`config.mk`:
```
export PLATFORM = sky130hd
export DESIGN_NAME = qdec_cabac_dec_arb
export DESIGN_NICKNAME = d
export VERILOG_FILES = /design/src/rtl/qdec_cabac_dec_arb.sv
export SDC_FILE = /design/constraint.sdc
export NUM_CORES = 1
export LEC_CHECK = 0
export CORE_UTILIZATION = 35
export CTS_CLUSTER_SIZE = 20
export DETAILED_ROUTE_END_ITERATION = 7
export PLACE_DENSITY = 0.77
export SYNTH_ARGS = -nofsm -noshare
export SYNTH_HDL_FRONTEND = slang
export SYNTH_SLANG_ARGS = --single-unit
```
`constraint.sdc`:
```
create_clock -name clk -period 5.8 [get_ports clk]
set_clock_uncertainty 0.1 [all_clocks]
set_input_delay 0.87 -clock clk [delete_from_list [all_inputs] [get_ports clk]]
set_output_delay 0.87 -clock clk [all_outputs]
set_load 0.01 [all_outputs]
```
`src/rtl/qdec_cabac_dec_arb.sv`:
```
// Round-robin arbiter that shares one CABAC decoding engine among four requesters.
// It tracks bins still in flight so that ownership is released only after they return.
module qdec_cabac_dec_arb (
   input  logic        clk,
   input  logic        rst_n,
   input  logic [3:0]  req,
   input  logic [3:0]  done,
   input  logic [39:0] ctx_addr_i,
   input  logic [3:0]  ctx_addr_vld_i,
   input  logic [3:0]  dec_run_i,
   input  logic [3:0]  EPMode_i,
   output logic [9:0]  ctx_addr,
   output logic        ctx_addr_vld,
   output logic        dec_run,
   output logic        EPMode,
   input  logic        dec_rdy,
   input  logic        ruiBin,
   input  logic        ruiBin_vld,
   output logic [3:0]  ruiBin_vld_o,
   output logic        ruiBin_o,
   output logic [3:0]  grant,
   output logic        busy,
   output logic        err_viol
);

   // state   | meaning
   // S_IDLE  | no owner; round-robin pick from rr_ptr when any req is high
   // S_GRANT | owner latched, one-cycle handoff before traffic is accepted
   // S_OWN   | owner's strobes are forwarded to the engine
   // S_DRAIN | owner is done, waiting for outstanding bins and engine ready
   typedef enum logic [1:0] {S_IDLE, S_GRANT, S_OWN, S_DRAIN} state_t;

   state_t      state_q, state_d;
   logic [1:0]  owner_q, owner_d;
   logic [1:0]  rr_ptr_q, rr_ptr_d;
   logic [2:0]  outstanding_q;
   logic [1:0]  winner;
   logic [1:0]  idx;
   logic [3:0]  owner_oh;
   logic [9:0]  sel_addr;
   logic        in_own;
   logic        cnt_inc;
   logic        cnt_dec;
   logic        viol;

   assign owner_oh = 4'b0001 << owner_q;
   assign in_own   = (state_q == S_OWN);
   assign grant    = (state_q != S_IDLE) ? owner_oh : 4'b0000;
   assign busy     = (state_q != S_IDLE);
   assign ruiBin_o = ruiBin;
   assign ruiBin_vld_o = ((state_q == S_OWN) || (state_q == S_DRAIN)) ?
                         ({3'b000, ruiBin_vld} << owner_q) : 4'b0000;

   // Descending scan so the requester closest to rr_ptr is the last assignment.
   always_comb begin
      winner = rr_ptr_q;
      idx    = rr_ptr_q;
      for (int i = 3; i >= 0; i--) begin
         idx = rr_ptr_q + 2'(i);
         if (req[idx]) winner = idx;
      end
   end

   always_comb begin
      sel_addr = ctx_addr_i[9:0];
      case (owner_q)
         2'd0: sel_addr = ctx_addr_i[9:0];
         2'd1: sel_addr = ctx_addr_i[19:10];
         2'd2: sel_addr = ctx_addr_i[29:20];
         2'd3: sel_addr = ctx_addr_i[39:30];
         default: sel_addr = ctx_addr_i[9:0];
      endcase
   end

   always_comb begin
      state_d  = state_q;
      owner_d  = owner_q;
      rr_ptr_d = rr_ptr_q;
      case (state_q)
         S_IDLE: begin
            if (|req) begin
               owner_d = winner;
               state_d = S_GRANT;
            end
         end
         S_GRANT: state_d = S_OWN;
         S_OWN: begin
            if (done[owner_q]) begin
               if (outstanding_q == 3'd0) begin
                  state_d  = S_IDLE;
                  rr_ptr_d = owner_q + 2'd1;
               end else begin
                  state_d = S_DRAIN;
               end
            end
         end
         S_DRAIN: begin
            if ((outstanding_q == 3'd0) && dec_rdy) begin
               state_d  = S_IDLE;
               rr_ptr_d = owner_q + 2'd1;
            end
         end
         default: state_d = S_IDLE;
      endcase
   end

   always_ff @(posedge clk or negedge rst_n) begin
      if (!rst_n) begin
         state_q  <= S_IDLE;
         owner_q  <= 2'd0;
         rr_ptr_q <= 2'd0;
      end else begin
         state_q  <= state_d;
         owner_q  <= owner_d;
         rr_ptr_q <= rr_ptr_d;
      end
   end

   always_ff @(posedge clk or negedge rst_n) begin
      if (!rst_n) begin
         ctx_addr     <= 10'd0;
         ctx_addr_vld <= 1'b0;
         dec_run      <= 1'b0;
         EPMode       <= 1'b0;
      end else if (in_own) begin
         ctx_addr     <= sel_addr;
         ctx_addr_vld <= ctx_addr_vld_i[owner_q];
         dec_run      <= dec_run_i[owner_q];
         EPMode       <= EPMode_i[owner_q];
      end else begin
         ctx_addr_vld <= 1'b0;
         dec_run      <= 1'b0;
      end
   end

   // The counter follows the registered run strobe, i.e. what the engine actually saw.
   assign cnt_inc = dec_run;
   assign cnt_dec = ruiBin_vld;
   assign viol = (|((dec_run_i | ctx_addr_vld_i) & ~grant))
               | (ruiBin_vld && (outstanding_q == 3'd0))
               | (cnt_inc && !cnt_dec && (outstanding_q == 3'd7));

   always_ff @(posedge clk or negedge rst_n) begin
      if (!rst_n) begin
         outstanding_q <= 3'd0;
         err_viol      <= 1'b0;
      end else begin
         if (cnt_inc && !cnt_dec && (outstanding_q != 3'd7))
            outstanding_q <= outstanding_q + 3'd1;
         else if (cnt_dec && !cnt_inc && (outstanding_q != 3'd0))
            outstanding_q <= outstanding_q - 3'd1;
         err_viol <= err_viol | viol;
      end
   end

endmodule

```
# After elaboration in Yosys (flattened, before gate mapping)
# Cells that the tools add are included.
# W data, S select, Z words.
# word_totals
reg_bits,23
out_inout_bits,24
inputBits,65
# op_classes
n_lt_le_gt_ge,5
n_shift,2
n_eq_ne,12
mux,36
add_sub_neg,6
n_reduce_logical,22
n_bitwise,6
# ops
op,count
$pmux W10 S4,1
$mux W2,11
$bmux W1 S2,8
$lt A2 B3 Y1 const B,5
$mux W1,10
$eq A2 B2 Y1 const B,4
$mux W4,2
$pmux W2 S4,1
$reduce_or A4 Y1,2
$logic_and A1 B1 Y1,7
$mux W3,2
$ne A2 B1 Y1 const B,3
$reduce_bool A2 Y1,3
$add A2 B1 Y2 const B,2
$add A2 B2 Y2 const B,2
$and A4 B4 Y4,1
$eq A2 B1 Y1 const B,2
$logic_not A2 Y1,2
$not A4 Y4,1
$or A4 B4 Y4,1
$pmux W2 S2,1
$reduce_and A4 Y1,1
$shl A1 B2 Y4,1
$shl A1 B2 Y4 const A,1
12 further kinds,15

# Depth between registers and ports, before layout
# Gate-level depths: netlist of run 1.
# logic_depth
word_depth,8
depth_mapped,7
depth_no_buf,6

# Worst setup path after synthesis of run 1
# Ideal clock, no wire load.
# synth_timing
path_kind,input to register
start,in ruiBin_vld
end,reg outstanding_q[2]
arrival_ns,2.470
n_path_buf,1
path_slack_ns,3.109
t_required_ns,5.579
path_stages,7
cell_sequence,clkbuf_1 -> nor2b_1 -> nand2_1 -> fa_1 -> or3b_2 -> o211a_1 -> o22a_1
# synth_between
elab_chain_len,4
word_cells_on_any_way,7
cone_classes,mux (1); reduce/logical (6)
# synth_rtl
item,line,rtl
start: declaration,18,"input logic ruiBin_vld,"
$logic_not A1 Y1,148,if (cnt_inc && !cnt_dec && (outstanding_q != 3'd7))
$logic_and A1 B1 Y1 (2 in series),148,
$mux W3 / $reduce_bool A2 Y1 (equally long branches),--,
end signal: assignment,149,outstanding_q <= outstanding_q + 3'd1;
end signal: assignment,151,outstanding_q <= outstanding_q - 3'd1;
end: declaration,36,logic [2:0] outstanding_q;
# Several ways; a longest one is shown, not always the timed one.
# A chain may end at the register's enable or synchronous reset.

# Worst setup path after layout of run 1
# layout_timing
start,reg owner_q[1]
end,out grant[1]
# layout_between
elab_chain_len,2
# layout_rtl
item,line,rtl
start: declaration,34,"logic [1:0] owner_q, owner_d;"
start signal: assignment,114,owner_q <= owner_d;
$shl A1 B2 Y4,46,assign owner_oh = 4'b0001 << owner_q;
$mux W4,48,assign grant = (state_q != S_IDLE) ? owner_oh : 4'b0000;
end: declaration,21,"output logic [3:0] grant,"
# Every way passes these cells.

==> results by group, run 1 <==
Placed design
  – Number of cells after detailed placement: around 320
  – Total half-perimeter wirelength after legalization and detailed placement: between 3 and 4 mm
  – Setup Slack @ Placement: 2.447 ns
  – Input/output buffers: 86
  – Routability-driven placement congestion ratio: ~0.8

Logic synthesis
  – Synth async-reset ratio: between 90% and 100%
  – Synthesized Nets: between 200 and 300
  – Mapped Area: ~1800 um2
  – Dominant register cell in the synthesized netlist: sky130_fd_sc_hd__dfrtp_1
  – Avg Synthesized Cell Area: 9.593 um2
  – Top post-synthesis cells by area: sky130_fd_sc_hd__dfrtp_1 33%, sky130_fd_sc_hd__mux2_2 7.1%, sky130_fd_sc_hd__a222oi_1 5.7%
  – Yosys Warn Count: 0
  – Share of the yosys chip area belonging to registers: between 30% and 40%
  – Synth unique cells: roughly 50
  – Number of cells produced by synthesis: between 150 and 200
  – Number of enable-type register cells in the synthesized netlist: 0
  – #FFs+latches synth: 23
  – Top cell type's share of synthesized area: approximately 33%
  – Library cell with the largest summed area after synthesis: sky130_fd_sc_hd__dfrtp_1

Pwr
  – Static Leak: roughly 1.0 nW
  – Total chip power: 1.167 mW
  – Power per standard cell area: 439.2 nW/um2
  – Worst ir drop on vdd: about 0.0002 V

Clock tree
  – H-Tree Level Count: 1
  – Post-cts sizing count: 0
  – Post-CTS Setup Bufs: 0
  – Clock-pin slew on the worst setup and hold paths: 0.08 ns
  – Clock latency of the later-clocked register in the worst-skew pair: about 0.26 ns
  – Hold buffer count at CTS: 0
  – Maximum buffer depth of the clock tree: 2
  – Clk sinks: 23
  – TritonCTS clock tree: yes
  – Number of buffers created by CTS: 3
  – Root Driver: sky130_fd_sc_hd__clkbuf_8

Detailed routing
  – Vias after detailed routing: 1712
  – DRC violation total after the first TritonRoute iteration: 73
  – Final antenna-violating net count: 0
  – Number of detailed-route iterations in the first pass: 4
  – Final routed wirelength across all metal layers: a little under 5 mm
  – Residual DRC: 0
  – Detailed-route vias per instance: ~5.3
  – Avg WL per Cell: 15.12 um

Floorplanning
  – Core area: roughly 4800 um2
  – Total number of placement rows: 25
  – Initial standard-cell utilization of the core: 36.68%
  – Chip width: 72.82 um
  – Die Y-Extent: 72.82 um
  – Die Area: about 5300 um2
  – Top-level port count: a little under 90

STA
  – Max Fclk: 293.5 MHz
  – Clock period minus worst slack: 3.407 ns
  – Setup TNS: 0 ns
  – Hold WS: 0.4081 ns
  – Transition time at the pin with the least slew margin: 1.096 ns
  – Period utilisation layout: between 50 and 60%
  – Number of max-slew violations in the final report: 0
  – Unrepaired setup endpoints after global routing: false
  – Headroom to the max-slew limit: approximately a quarter
  – Final worst-path setup slack: around 2.4 ns
  – Setup violation total in the final timing report: 0
  – Hold Vio Cnt, Final: 0

Min path
  – Worst Hold Depth: 1
  – Worst min-delay path class: reg -> reg

Worst setup path
  – Largest driver fanout on the critical path: 15
  – Kind of cell adding the most delay to the critical path: buffers and inverters
  – Instance count on the critical path: 5
  – Critical path launch point type: flop
  – Depth of the most critical reg-to-reg path: 5
  – Critical path type: reg -> out
  – Critical path required time: about 4.8 ns
  – Cell-by-cell listing of the critical path: inv_1 -> ha_1 -> o21ai_0 -> inv_1 -> clkdlybuf4s50_1
  – Most frequent cell on the critical path: sky130_fd_sc_hd__inv_1
  – Arrival time reported for the critical path endpoint: about 2.4 ns
  – Crit path buf inv count: 3
  – Peak per-stage delay on the critical path: just under 0.6 ns
  – Critical Path End Type: output port
  – Critical-path cell with the highest stage delay: sky130_fd_sc_hd__dfrtp_1

Cells and area
  – Total number of nets in the final design: 330
  – Post-layout instance count excluding filler cells: about 330
  – Commonest non-fill, non-tap cells in the layout: 86 x sky130_fd_sc_hd__clkdlybuf4s50_1, 23 x sky130_fd_sc_hd__dfrtp_1, 16 x sky130_fd_sc_hd__o21ai_0, 13 x sky130_fd_sc_hd__nand2_1, 11 x sky130_fd_sc_hd__mux2_2
  – Share of post-route cells with drive strength above 1: 10.08%
  – Area added between synthesis and finish: 51.32%
  – Leading cell type in the layout, fill and taps excluded: sky130_fd_sc_hd__clkdlybuf4s50_1
  – Antenna Diode Count: 0

Global routing
  – Vias in the first global route: 1692
  – Total grt overflow: 0
  – Antenna violations before repair: 0
  – Largest net degree at the start of global routing: 24
  – First-pass GRT wire length: around 7.6 mm
  – GR Util All Layers: a little under a fifth

Status
  – Outcome: completed

Run
  – Number of maximum-capacitance violations: 0
worst register-to-register path, stage by stage (launching register included):
cell                       delay [ns]
sky130_fd_sc_hd__dfrtp_1         0.69
sky130_fd_sc_hd__inv_1           0.25
sky130_fd_sc_hd__ha_1            0.44
sky130_fd_sc_hd__a222oi_1        0.39
sky130_fd_sc_hd__o21ai_0         0.12
sky130_fd_sc_hd__mux2_2          0.29
cells by family (layout without fill, tap and decap cells):
| logic type | after synthesis | count (layout) | synth area share [%] |
|---|---|---|---|
| AND/OR/NAND/NOR | 59 | 59 | 20.24 |
| buffers and inverters | 22 | 97 | 6.557 |
| flip-flops | 23 | 23 | 32.79 |
| multiplexers | 17 | 17 | 12.62 |
| adder cells (fa/ha/maj) | 6 | 6 | 4.704 |
| AO/OA/AOI/OAI | 56 | 56 | 23.09 |
Yosys cell counts (2+ instances only):
library cell                n
sky130_fd_sc_hd__o311ai_1   2
sky130_fd_sc_hd__o22a_1     3
sky130_fd_sc_hd__or3b_2     3
sky130_fd_sc_hd__clkbuf_1   9
sky130_fd_sc_hd__a21oi_1    6
sky130_fd_sc_hd__ha_1       5
sky130_fd_sc_hd__nor3_1     6
sky130_fd_sc_hd__nor2_1     7
sky130_fd_sc_hd__nor2b_1    7
sky130_fd_sc_hd__o21ai_0   16
sky130_fd_sc_hd__nand2_1   13
sky130_fd_sc_hd__and3b_1    2
sky130_fd_sc_hd__o21a_1     3
sky130_fd_sc_hd__a22oi_1    2
sky130_fd_sc_hd__and4b_2    2
sky130_fd_sc_hd__nand3_1    2
sky130_fd_sc_hd__nor3b_1    2
sky130_fd_sc_hd__a222oi_1  10
sky130_fd_sc_hd__nand3b_1   2
sky130_fd_sc_hd__o211a_1    2
sky130_fd_sc_hd__a31oi_1    2
sky130_fd_sc_hd__clkbuf_8   2
sky130_fd_sc_hd__mux2i_1    3
sky130_fd_sc_hd__nand2b_1   4
sky130_fd_sc_hd__inv_1      7
sky130_fd_sc_hd__mux4_2     3
sky130_fd_sc_hd__dfrtp_1   23
sky130_fd_sc_hd__mux2_2    11
sky130_fd_sc_hd__o31ai_1    2
cell type report:
| class | count | area, um2 |
|---|---|---|
| multi-input cells | 138 | 1065 |
| fillers | 442 | 2130 |
| clock buffers | 4 | 45.04 |
| flip-flops and latches | 23 | 575.6 |
| repair buffers | 86 | 860.8 |
| inverters | 7 | 26.28 |
| well taps | 67 | 83.83 |
report_power, final:
group | switching [mW] | internal [mW] | leakage [nW]
registers | 0.128 | 0.236 | 0.277
logic | 0.299 | 0.404 | 0.747
clock network | 0.0504 | 0.0489 | 0.0228
metrics by stage:
| step | instance area [um2] | utilization [%] |
|---|---|---|
| 4_1_cts | 2656 | 55.50 |
| 5_1_grt | 2656 | 55.50 |
| 2_1_floorplan | 1755 | - |
| 3_5_place_dp | 2611 | 54.56 |
| 3_3_place_gp | 2611 | 54.56 |
| 6_report | 2656 | 55.50 |
final timing paths:
path | start | end | slack, ns
setup / recovery | owner_q[1] | grant[1] | 2.39
hold / removal | EPMode | EPMode | 0.41
setup reg to reg | owner_q[0] | ctx_addr[2] | 3.40
hold reg to reg | EPMode | EPMode | 0.41
max in group asynchronous | rst_n | outstanding_q[2] | 3.85
min in group asynchronous | rst_n | EPMode | 1.10
flip-flops by register name (all words and copies together) (netlist names):
register	count
err_viol	1
ctx_addr_vld	1
state_q	2
outstanding_q	3
owner_q	2
ctx_addr	10
rr_ptr_q	2
dec_run	1
EPMode	1
metal layers:
metal  GRT usage (%)  wire [um]  vias to the layer above
met5               0          0                        -
met4           3.268          0                        0
met3           2.901        362                        0
met2           34.79       2440                       60
met1           21.50       2113                      802
li1                -          -                      850
(Power assumes the default switching activity.)
==> inputs of run 2 (changes only) <==
--- a/config.mk
+++ b/config.mk
@@ -8,7 +8,7 @@
 export CORE_UTILIZATION = 35
 export CTS_CLUSTER_SIZE = 20
 export DETAILED_ROUTE_END_ITERATION = 7
-export PLACE_DENSITY = 0.77
+export PLACE_DENSITY = 0.8
 export SYNTH_ARGS = -nofsm -noshare
 export SYNTH_HDL_FRONTEND = slang
 export SYNTH_SLANG_ARGS = --single-unit
==> constraint.sdc (replaced) <==
create_clock -name clk -period 2.95 [get_ports clk]
set_clock_uncertainty 0.1 [all_clocks]
set_input_delay 0.4425 -clock clk [delete_from_list [all_inputs] [get_ports clk]]
set_output_delay 0.4425 -clock clk [all_outputs]
set_load 0.01 [all_outputs]
==> results by group, run 2 (same netlist as run 1, synthesis figures left out) <==
Status
  – Outcome: completed

Worst setup path
  – Crit path buf inv count: 2
  – Kind of cell adding the most delay to the critical path: buffers and inverters
  – Critical path required time: 2.41 ns
  – Critical path type: reg -> out
  – Critical path launch point type: flop
  – Flop2flop setup slack: 0.60 ns
  – Peak per-stage delay on the critical path: approximately 0.54 ns
  – Arrival time reported for the critical path endpoint: about 2.2 ns
  – Cell-by-cell listing of the critical path: inv_1 -> ha_1 -> o21a_1 -> clkdlybuf4s50_1
  – Critical Path End Type: output port
  – Critical-path cell with the highest stage delay: sky130_fd_sc_hd__clkdlybuf4s50_1
  – Largest driver fanout on the critical path: 11

Global routing
  – Antenna violations before repair: 0
  – Total grt overflow: 0
  – Met3 capacity usage during global routing: 4.006%
  – First-pass GRT wire length: about 8 mm
  – Most utilized layer in the global route result: met2
  – Largest net degree at the start of global routing: 24
  – Met2 global-route usage: between 30 and 40%
  – GRT met1 Usage: 23.26%
  – GR Util All Layers: a little under a fifth
  – Vias in the first global route: about 1700

Floorplanning
  – Chip width: 72.82 um
  – Die Area: 5303 um2
  – Total number of placement rows: 25
  – Initial standard-cell utilization of the core: a little under two fifths
  – Die Y-Extent: approximately 73 um
  – Top-level port count: 89
  – Core area: 4786 um2

STA
  – Clock period minus worst slack: 2.765 ns
  – Headroom to the max-slew limit: about 60%
  – Max Fclk: around 360 MHz
  – Hold Vio Cnt, Final: 0
  – Number of max-slew violations in the final report: 0
  – Setup violation total in the final timing report: 0
  – Transition time at the pin with the least slew margin: about 0.60 ns
  – Period utilisation layout: 93.74%
  – Setup TNS: 0 ns
  – Unrepaired setup endpoints after global routing: false

Pwr
  – Worst ir drop on vdd: approximately 0.00050 V
  – Static Leak: ~1.1 nW
  – Power per standard cell area: between 800 and 900 nW/um2

Detailed routing
  – Final antenna-violating net count: 0
  – Avg WL per Cell: around 15 um
  – Residual DRC: 0
  – DRC violation total after the first TritonRoute iteration: 96
  – Detailed-route vias per instance: roughly 5.3
  – Number of detailed-route iterations in the first pass: 4
  – Final routed wirelength across all metal layers: ~5 mm
  – Vias after detailed routing: 1754

Cells and area
  – Commonest non-fill, non-tap cells in the layout: 86 x sky130_fd_sc_hd__clkdlybuf4s50_1, 23 x sky130_fd_sc_hd__dfrtp_1, 16 x sky130_fd_sc_hd__o21ai_0, 13 x sky130_fd_sc_hd__nand2_1, 11 x sky130_fd_sc_hd__mux2_2
  – Most flops, register: ctx_addr
  – Registers with the most flip-flops: ctx_addr: 10 flops, outstanding_q: 3 flops
  – Layout Cell Area excl Fill: approximately 2700 um2
  – Antenna Diode Count: 0
  – Area added between synthesis and finish: 53.10%
  – Share of post-route cells with drive strength above 1: between 10% and 20%
  – Total number of nets in the final design: about 330
  – Leading cell type in the layout, fill and taps excluded: sky130_fd_sc_hd__clkdlybuf4s50_1
  – Largest register FFs: 10

Clock tree
  – Post-CTS Setup Bufs: 0
  – Maximum buffer depth of the clock tree: 2
  – Clock-pin slew on the worst setup and hold paths: 0.09 ns
  – H-Tree Level Count: 1
  – Post-cts sizing count: 0
  – TritonCTS clock tree: yes
  – Hold buffer count at CTS: 0
  – Clk sinks: 23
  – Clock latency of the later-clocked register in the worst-skew pair: around 0.27 ns
  – Root Driver: sky130_fd_sc_hd__clkbuf_8
  – Number of buffers created by CTS: 3

Placed design
  – Total half-perimeter wirelength after legalization and detailed placement: 3.814 mm
  – Input/output buffers: 86
  – Routability-driven placement congestion ratio: around 0.8
  – Placed inst area: 2641 um2

Min path
  – Worst min-delay path class: reg -> reg

Run
  – Number of maximum-capacitance violations: 0
-- run 2: changes by cell type in the layout (fill, tap and decap cells not counted) --
cell,before,now
sky130_fd_sc_hd__buf_4,0,4
sky130_fd_sc_hd__clkbuf_1,1,0
sky130_fd_sc_hd__clkinv_2,0,1
-- run 2: area by class of cell --
type / instances / area [um2]
Fill cell: 439 / 2098
Clock buffer: 3 / 41.29
Timing Repair Buffer: 90 / 890.9
Sequential cell: 23 / 575.6
Multi-Input combinational cell: 138 / 1065
Clock inverter: 1 / 5.005
Inverter: 7 / 26.28
Tap cell: 67 / 83.83
-- run 2: metal layers --
metal	wire length (um)	up-vias
met5	0	-
met4	68	0
met3	392	6
met2	2385	69
met1	2097	816
li1	-	863
-- run 2: report_power, final --
group          switching [mW]  internal [mW]
Combinational           0.613          0.809
Sequential              0.220          0.464
Clock                   0.105         0.0944
Total                   0.938           1.37
-- run 2: per-stage QoR --
step           total power [mW]  instances  util, %  setup slack [ns]  hold slack (ns)
6_report                  2.306        329    56.16            0.1848           0.4081
5_1_grt                   2.510        329    56.16           0.04347           0.4323
3_3_place_gp              2.079        325    55.19            0.3901           0.3867
3_5_place_dp              2.127        325    55.19            0.3134           0.3912
4_1_cts                   2.332        329    56.16            0.1498           0.4110
2_1_floorplan             1.597        183        -            0.6865          0.04691
-- run 2: path summary, 6_finish.rpt --
| check | startpoint | endpoint | cells past startpoint |
|---|---|---|---|
| max | owner_q[0] | grant[2] | 4 |
| min | ctx_addr[0] | ctx_addr[0] | 1 |
| max reg2reg | dec_run | outstanding_q[2] | 6 |
| min reg2reg | ctx_addr[0] | ctx_addr[0] | 1 |
| max in group asynchronous | rst_n | ctx_addr[4] | 2 |
| min in group asynchronous | rst_n | outstanding_q[0] | 2 |
==> inputs of run 3 (changes only) <==
--- a/config.mk
+++ b/config.mk
@@ -5,10 +5,11 @@
 export SDC_FILE = /design/constraint.sdc
 export NUM_CORES = 1
 export LEC_CHECK = 0
-export CORE_UTILIZATION = 35
+export CORE_UTILIZATION = 36
 export CTS_CLUSTER_SIZE = 20
 export DETAILED_ROUTE_END_ITERATION = 7
-export PLACE_DENSITY = 0.8
+export GPL_TIMING_DRIVEN = 0
+export PLACE_DENSITY = 0.81
 export SYNTH_ARGS = -nofsm -noshare
 export SYNTH_HDL_FRONTEND = slang
 export SYNTH_SLANG_ARGS = --single-unit
==> results by group, run 3 (same netlist as run 1, synthesis figures left out) <==
STA
  – Unrepaired setup endpoints after global routing: false
  – Number of max-slew violations in the final report: 0
  – Transition time at the pin with the least slew margin: ~1.1 ns
  – Clock period minus worst slack: roughly 2.7 ns
  – Max Fclk: between 300 and 400 MHz
  – Period utilisation layout: 92.38%
  – Setup TNS: 0 ns
  – Hold Vio Cnt, Final: 0
  – Setup violation total in the final timing report: 0
  – Hold WS: between 0.4 and 0.5 ns
  – Headroom to the max-slew limit: 26.29%

Global routing
  – First-pass GRT wire length: 8.038 mm
  – Total grt overflow: 0
  – Antenna violations before repair: 0
  – Met2 global-route usage: 35.01%
  – GRT met1 Usage: 24.96%
  – Most utilized layer in the global route result: met2
  – Largest net degree at the start of global routing: 24
  – GR Util All Layers: 19.59%
  – Met3 capacity usage during global routing: approximately 4%
  – Vias in the first global route: about 1700

Detailed routing
  – Residual DRC: 0
  – DRC violation total after the first TritonRoute iteration: approximately 120
  – Final routed wirelength across all metal layers: just over 5 mm
  – Vias after detailed routing: between 1500 and 2000
  – Avg WL per Cell: around 15 um
  – Detailed-route vias per instance: around 5.6
  – Number of detailed-route iterations in the first pass: 5
  – Final antenna-violating net count: 0

Cells and area
  – Registers with the most flip-flops: ctx_addr: 10 flops, outstanding_q: 3 flops
  – Area added between synthesis and finish: 56.59%
  – Footprint of the flip-flops and latches: 575.6 um2
  – Commonest non-fill, non-tap cells in the layout: 87 x sky130_fd_sc_hd__clkdlybuf4s50_1, 23 x sky130_fd_sc_hd__dfrtp_1, 16 x sky130_fd_sc_hd__o21ai_0, 13 x sky130_fd_sc_hd__nand2_1, 11 x sky130_fd_sc_hd__mux2_2
  – Share of post-route cells with drive strength above 1: between 10 and 15%
  – Antenna Diode Count: 0
  – Total number of nets in the final design: 344
  – Post-layout instance count excluding filler cells: 326
  – Largest register FFs: 10
  – Layout Cell Area excl Fill: 2749 um2
  – Footprint of the multi-input gates: roughly 1100 um2
  – Leading cell type in the layout, fill and taps excluded: sky130_fd_sc_hd__clkdlybuf4s50_1
  – Fillers: just over 400
  – Most flops, register: ctx_addr

Floorplanning
  – Chip width: just over 70 um
  – Die Y-Extent: between 70 and 80 um
  – Die Area: roughly 5200 um2
  – Total number of placement rows: 25
  – Initial standard-cell utilization of the core: a little under two fifths
  – Core area: 4692 um2
  – Top-level port count: 89

Pwr
  – Power per standard cell area: 874.1 nW/um2
  – Worst ir drop on vdd: between 0.0003 and 0.0004 V
  – Static Leak: around 1.1 nW
  – Total chip power: 2.403 mW

Min path
  – Min-delay src: ctx_addr[6]
  – Worst min-delay path class: reg -> reg

Placed design
  – Total half-perimeter wirelength after legalization and detailed placement: around 4 mm
  – Placed inst area: between 2000 and 3000 um2
  – Routability-driven placement congestion ratio: ~0.77
  – Input/output buffers: 87
  – Number of cells after detailed placement: roughly 320

Worst setup path
  – Critical Path End Type: output port
  – Critical register-to-register path startpoint: dec_run
  – Critical path type: reg -> out
  – Arrival time reported for the critical path endpoint: 2.18 ns
  – Crit path launch: owner_q[0]
  – Largest driver fanout on the critical path: 11
  – Critical path required time: 2.41 ns
  – Critical path launch point type: flop

Clock tree
  – H-Tree Level Count: 1
  – Root Driver: sky130_fd_sc_hd__clkbuf_8
  – Post-CTS Setup Bufs: 0
  – Clock-pin slew on the worst setup and hold paths: ~0.090 ns
  – Maximum buffer depth of the clock tree: 2
  – TritonCTS clock tree: yes
  – Clock latency of the later-clocked register in the worst-skew pair: 0.27 ns
  – Clk sinks: 23
  – Post-cts sizing count: 1
  – Hold buffer count at CTS: 0
  – Number of buffers created by CTS: 3

Status
  – Outcome: completed

Run
  – Number of maximum-capacitance violations: 0
run 3: cell count changes in the layout (fill, tap and decap cells not counted):
cell / change
sky130_fd_sc_hd__buf_2: +1
sky130_fd_sc_hd__buf_4: -3
sky130_fd_sc_hd__ha_4: +1
sky130_fd_sc_hd__ha_2: +1
sky130_fd_sc_hd__buf_6: +1
sky130_fd_sc_hd__ha_1: -2
sky130_fd_sc_hd__clkbuf_1: +7
sky130_fd_sc_hd__clkbuf_8: +2
sky130_fd_sc_hd__clkdlybuf4s50_1: +1
sky130_fd_sc_hd__clkbuf_2: +1
run 3: metal layers:
layer	part of all wire, %	wire length [um]
met5	0	0
met4	0.48	24
met3	8.7	439
met2	48	2396
met1	43	2182
run 3: cell type report:
class                      count  area share (%)
sequential                    23           20.94
clock buffer                   3           1.502
tap                           54           2.458
buffer                        13           3.004
inverter                       7          0.9558
timing repair buffer          87           31.68
clock inverter                 1          0.1821
multi-input combinational    138           39.28
run 3: worst paths after layout:
path                               endpoint  slack, ns  depth (start not counted)
min reg2reg                     ctx_addr[6]       0.41                          1
min in group asynchronous  outstanding_q[2]       0.67                          1
max reg2reg                outstanding_q[2]       0.60                          6
max                                grant[2]       0.22                          5
min                             ctx_addr[6]       0.41                          1
max in group asynchronous       ctx_addr[8]       1.43                          1
run 3: through the flow:
step           worst slack (ns)  util (%)
5_1_grt                 0.09398     58.59
3_5_place_dp          0.0005838     57.41
3_3_place_gp            0.01853     57.41
4_1_cts                 0.02081     58.29
2_1_floorplan            0.6865         -
6_report                 0.2248     58.59
run 3: worst max-delay path, cell delays in order (launching register included):
cell	delay, ns
sky130_fd_sc_hd__dfrtp_1	0.44
sky130_fd_sc_hd__clkbuf_8	0.20
sky130_fd_sc_hd__inv_1	0.17
sky130_fd_sc_hd__ha_2	0.36
sky130_fd_sc_hd__o21a_1	0.20
sky130_fd_sc_hd__clkdlybuf4s50_1	0.55
run 3: power breakdown:
group	switching, mW	total, mW	internal (mW)
combinational	0.736	1.60	0.862
clock	0.105	0.200	0.0944
sequential	0.139	0.605	0.466
